==> src/rtl/halt_dump_unit.sv <==
// Halt detector and post-run data-memory dump engine for the five-stage MIPS core.
// Freezes fetch on the halt word, drains the pipeline, then streams memory out over valid/ready.
module halt_dump_unit #(
    parameter int          MEM_WORDS    = 512,
    parameter int          ADDR_W       = 9,
    parameter int          DRAIN_CYCLES = 4,
    parameter logic [31:0] HALT_WORD    = 32'hFFFF_FFFF
) (
    input  logic              clk,
    input  logic              rst,
    input  logic [31:0]       if_instruction,
    input  logic              if_valid,
    output logic              halt_out,
    output logic              mem_rd_en,
    output logic [ADDR_W-1:0] mem_rd_addr,
    input  logic [31:0]       mem_rd_data,
    output logic              dump_valid,
    input  logic              dump_ready,
    output logic [31:0]       dump_data,
    output logic [ADDR_W-1:0] dump_addr,
    output logic              dump_done,
    output logic [31:0]       cycle_count
);

    localparam int                CNT_W      = (DRAIN_CYCLES > 1) ? $clog2(DRAIN_CYCLES) : 1;
    localparam logic [CNT_W-1:0]  DRAIN_INIT = CNT_W'(DRAIN_CYCLES - 1);
    localparam logic [ADDR_W-1:0] LAST_ADDR  = ADDR_W'(MEM_WORDS - 1);

    typedef enum logic [2:0] {RUN, DRAIN, READ, WAIT, HOLD, DONE} state_t;

    state_t            state;
    logic [CNT_W-1:0]  drain_cnt;
    logic [ADDR_W-1:0] rd_addr;

    always_ff @(posedge clk or posedge rst) begin
        if (rst) begin
            state       <= RUN;
            drain_cnt   <= '0;
            rd_addr     <= '0;
            halt_out    <= 1'b0;
            dump_data   <= '0;
            dump_addr   <= '0;
            cycle_count <= '0;
        end else begin
            case (state)
                RUN: begin
                    // The halt-detect edge itself is still counted as a RUN cycle.
                    if (cycle_count != 32'hFFFF_FFFF)
                        cycle_count <= cycle_count + 32'd1;
                    if (if_valid && (if_instruction == HALT_WORD)) begin
                        state     <= DRAIN;
                        halt_out  <= 1'b1;
                        drain_cnt <= DRAIN_INIT;
                    end
                end
                DRAIN: begin
                    if (drain_cnt == '0) begin
                        state   <= READ;
                        rd_addr <= '0;
                    end else begin
                        drain_cnt <= drain_cnt - 1'b1;
                    end
                end
                READ: state <= WAIT;
                WAIT: begin
                    // Memory returns the word one cycle after the READ edge.
                    dump_data <= mem_rd_data;
                    dump_addr <= rd_addr;
                    state     <= HOLD;
                end
                HOLD: begin
                    if (dump_ready) begin
                        if (rd_addr == LAST_ADDR) begin
                            state <= DONE;
                        end else begin
                            rd_addr <= rd_addr + 1'b1;
                            state   <= READ;
                        end
                    end
                end
                DONE: state <= DONE;
                default: state <= RUN;
            endcase
        end
    end

    assign mem_rd_en   = (state == READ);
    assign mem_rd_addr = (state == READ) ? rd_addr : '0;
    assign dump_valid  = (state == HOLD);
    assign dump_done   = (state == DONE);

endmodule

==> config.mk <==
export PLATFORM = sky130hd
export DESIGN_NAME = halt_dump_unit
export DESIGN_NICKNAME = d
export VERILOG_FILES = /design/src/rtl/halt_dump_unit.sv
export SDC_FILE = /design/constraint.sdc
export NUM_CORES = 1
export LEC_CHECK = 0
export ABC_AREA = 1
export BUFFER_PORTS_ARGS = -buffer_cell sky130_fd_sc_hd__clkbuf_2
export CAP_MARGIN = 20
export CORE_ASPECT_RATIO = 1.75
export CORE_MARGIN = 5
export CORE_UTILIZATION = 35
export CTS_BUF_LIST = sky130_fd_sc_hd__clkbuf_16
export DETAILED_ROUTE_END_ITERATION = 7
export PLACE_DENSITY = 0.65
export REMOVE_ABC_BUFFERS = 1
export SLEW_MARGIN = 10
export SYNTH_ARGS = -nofsm -noshare
export SYNTH_HDL_FRONTEND = slang
export SYNTH_SLANG_ARGS = --single-unit
==> constraint.sdc <==
create_clock -name clk -period 2.4 [get_ports clk]
set_clock_uncertainty 0.2 [all_clocks]
set_input_delay 0.12 -clock clk [delete_from_list [all_inputs] [get_ports clk]]
set_output_delay 0.12 -clock clk [all_outputs]
set_load 0.01 [all_outputs]
-- Word-level counts from Yosys, hierarchy flattened
Index checks and enable logic that the tools add are counted.
- bits in registers: 88
- input bits: 68
- output and inout port bits: 86
- $add $sub $neg: 3
- eq/ne operators: 13
- mux-type cells: 13
- reduce and logical (&&, ||, !) cells: 10
- operator list (kind ; number):
    2-to-1 mux 9 bit ; 4
    adder 32 x 1 -> 32 bit (second input constant) ; 1
    == test 32 bit (second input constant) ; 1
    inequality test 32 bit (second input constant) ; 1
    one-hot mux 3 bit (6 select lines) ; 1
    one-hot mux 9 bit (2 select lines) ; 1
    2-to-1 mux 3 bit ; 4
    adder 9 x 1 -> 9 bit (second input constant) ; 1
    == test 9 bit (second input constant) ; 1
    inequality test 2 bit (second input constant) ; 4
    == test 3 x 2 -> 1 bit (second input constant) ; 2
    == test 3 bit (second input constant) ; 2
    AND reduction 3 bit ; 2
    2-to-1 mux 2 bit ; 2
    one-hot mux 2 bit (2 select lines) ; 1
    AND reduction 2 bit ; 2
    AND reduction 4 bit ; 1
    nonzero test 2 bit ; 2
    == test 3 x 1 -> 1 bit (second input constant) ; 1
    logical NOT 3 bit ; 1
    logical NOT 2 bit ; 1
    inequality test 2 x 1 -> 1 bit (second input constant) ; 1
    subtractor 2 x 1 -> 2 bit (second input constant) ; 1
    logical AND 1 bit ; 1

-- Logic depth before layout (Yosys ltp)
- depth in word-level cells: 4
- depth in mapped cells: 11

-- Least setup slack after synthesis
No wires, ideal clock.
- path type: reg2reg
- from: register cycle_count[0]
- to: register cycle_count[0]
- setup time: 75 ps
- arrival: 1562 ps
- slack: 563 ps
- stages on the path, launching flop included: 10
- path buffers: 1
- cells stage by stage: dfrtp_1 > ha_1 > inv_2 > nor2_4 > nand2_4 > nor2_8 > nand2_2 > nand2_4 > buf_8 > xor2_2
- longest elaborated chain between the ends: 2
- elaborated cells on any way between the ends: 3
- classes of those cells: add/sub: 1; eq/ne: 1; reduce/logical: 1
- RTL lines (what ; RTL line ; RTL):
    start, declared ; 22 ; output logic [31:0] cycle_count
    start signal, assigned ; 49 ; cycle_count <= cycle_count + 32'd1;
    branches (longest 2 deep; another with adder 32 x 1 -> 32 bit) ; -- ;
Several ways; the timed one is not identified.
A chain may end at the register's enable or synchronous reset.

-- Final worst setup path
- from: input if_instruction[15]
- to: register halt_out
- longest elaborated chain between the ends: 3
- RTL lines (what ; RTL line ; RTL):
    start, declared ; 11 ; input logic [31:0] if_instruction,
    == test 32 bit ; 50 ; if (if_valid && (if_instruction == HALT_WORD)) begin
    logical AND 1 bit ; 50 ;
    AND reduction 2 bit (no source line) ; -- ;
    end signal, assigned ; 40 ; halt_out <= 1'b0;
    end signal, assigned ; 52 ; halt_out <= 1'b1;
    end, declared ; 13 ; output logic halt_out,
No other way between the ends.

==> results.yml <==
worst_setup_path:
  start_kind: "primary input"
  crit_path_end: "halt_out"
  r2r_cells: 10
  crit_type: "in2reg"
  r2r-start: "cycle_count[0]"
  critical_path.max_fanout: 2
  rr_endpoint: "cycle_count[19]"
  r2r_setup_slack_ps: 300
  cp-startpoint: "if_instruction[15]"
  critPathRequiredTime_ps: 2460
  arrival_ps: 2260
  end_kind: "flip-flop"
timing:
  slew_headroom_pct: 51.6
  finalHoldViolCount: 0
  grt_setup_unrepaired: "false"
  tightest_slew_ps: 726
  slew_violations: 0
  tns_ps: 0
  timing.final.crit_share_pct: 91.4
  period_needed_ps: 2190
  timing.hold.ws_ps: 160
  setup_viol_count_final: 0
  fmax_ghz: 0.456
synthesis:
  synth_top_area_cell: "dfrtp_1"
  ys_seq_elements: 88
  synth.most_common_cell: "nand2_1"
  yosysSeqAreaShare_pct: 47.2
  synthesis.area_sq_mm: 0.00466
  synth_top_flop_cell: "dfrtp_1"
  synth_top_area_share_pct: 47.2
  synth_edf_count: 0
  synth_area_per_cell_sq_um: 8.07
  ys_warn_count: 0
  synth_cells: 578
  async_flop_share_pct: 100
  yosys-top-cells-area: "dfrtp_1, nand2_1, mux2_2"
  synth_common_cells: "nand2_1, dfrtp_1, nor2_1, inv_1, mux2_2"
  ys_types: 36
hold_path:
  hold_path_class: "in2reg"
  worst_hold_startpoint: "if_instruction[6]"
clocking:
  cts_setup_buffers: 0
  clockBufferDepth: 2
  cts.sinks: 88
  htreeDepth: 3
  root_buffer: "clkbuf_16"
  path_clk_slew_ps: 70
  cts_tree: "built"
  clock_latency_ps: 340
  cts_buffers: 9
  post_cts_resized: 0
  cts_hold_buf: 37
floorplan:
  die-area_sq_mm: 0.0158
  core_area_sq_mm: 0.0130
  num_rows: 55
  initial_core_util_pct: 35.9
  io_pins: 154
  die_h_um: 163
  fp.dieW_um: 97.3
grt:
  met1_usage_pct: 17.4
  antenna_found_initial: 0
  grtUsageMet3_pct: 4.29
  grt_usage_pct: 17.3
  grt_overflow: 0
  grt_pass1_vias: 4502
  grt_use_met2_pct: 32.5
  grt_max_degree: 52
  busiest_layer: "met2"
  grt_pass1_wl_mm: 21.9
pwr:
  p_leak_nw: 3.23
  ir_drop_v: 0.000528
  power.total_w: 0.00580
  powerDensity_mw_per_mm2: 908
placed_design:
  dpl_cell_area_sq_mm: 0.00569
  gp_congestion: 0.941
  io_buffers: 153
  dp_hpwl_mm: 10.3
finish:
  synthToLayoutAreaGrowth_pct: 37.1
  finalInstanceArea_sq_mm: 0.00639
  final_net_count: 851
  fin_util_pct: 49.1
  layout-drive-gt1-share_pct: 30.2
  diodes: 0
routing:
  drtIter0Drc: 119
  wl_per_cell_um: 14.2
  first_pass_iters: 4
  wirelength_mm: 13.6
  drc: 0
  drtAntennaViolNets: 0
  vias_per_cell: 4.68
  via_count: 4467
job:
  drv_cap: 0
run_status:
  status: "finished, final reports clean"
-- cell families after synthesis --
group	synth area share, %
flip-flops	47.2
adder cells (fa/ha/maj)	1.07
buffers and inverters	5.18
AO/OA/AOI/OAI	3.86
XOR/XNOR	2.60
multiplexers	7.73
AND/OR/NAND/NOR	32.3
-- flip-flops by register name, indices dropped and copies added (netlist names) --
register,cells
cycle_count,32
drain_cnt,2
dump_addr,9
dump_data,32
halt_out,1
rd_addr,9
state,3
-- worst min-delay path by stage --
| stage | end | cells after the start |
|---|---|---|
| 3_5_place_dp | dump_data[12] | 2 |
| 6_report | state[1] | 7 |
| 3_3_place_gp | dump_data[30] | 2 |
| 5_1_grt | state[1] | 7 |
| 2_1_floorplan | dump_data[0] | 1 |
| 4_1_cts | state[1] | 7 |
-- report_power, final --
part           internal (W)  total (W)  leakage, nW  switching [W]
clock network      0.000926    0.00155        0.162       0.000628
registers           0.00189    0.00217         1.14       0.000280
logic              0.000875    0.00207         1.93        0.00120
total               0.00369    0.00580         3.23        0.00211
-- critical path: stages --
cell and delay [ps]:
dlygate4sd3_1 520, clkbuf_2 100, nand4_1 60, dlygate4sd3_1 560
nor2_1 100, nand3_1 100, dlygate4sd3_1 570, o21bai_1 120
-- through the flow --
stage / setup slack (ps) / std cells
3_5_place_dp: 304 / 902
5_1_grt: 147 / 955
2_1_floorplan: -199 / 566
3_3_place_gp: 322 / 902
6_report: 206 / 955
4_1_cts: 217 / 955
-- placed cells by master (no fill, tap or decap), types with 5 or more instances in the layout --
cell type      count
clkbuf_16          9
nand3_1           20
dlygate4sd3_1     37
nand2_1          225
o21ai_0           12
nor2_1            73
buf_4              9
xnor2_1            5
o21ai_1           15
inv_2              8
dfrtp_1           88
nand3b_1          15
mux2_2            32
clkbuf_2         153
xor2_1             7
nand4_1            7
inv_1             33
-- area by class of cell --
| cell class | instances | area (sq um) |
|---|---|---|
| Sequential cell | 88 | 2200 |
| Clock inverter | 7 | 103 |
| Inverter | 42 | 159 |
| Clock buffer | 9 | 225 |
| Fill cell | 1259 | 6620 |
| Tap cell | 171 | 214 |
| Multi-Input combinational cell | 436 | 2220 |
| Timing Repair Buffer | 202 | 1260 |
-- layer usage --
layer	up-vias	share of wire (%)
li1	2230	-
met2	159	53
met4	0	4.8
met3	43	6.5
met1	2035	36
met5	-	0
No activity file was read; power rests on OpenSTA's default activity.
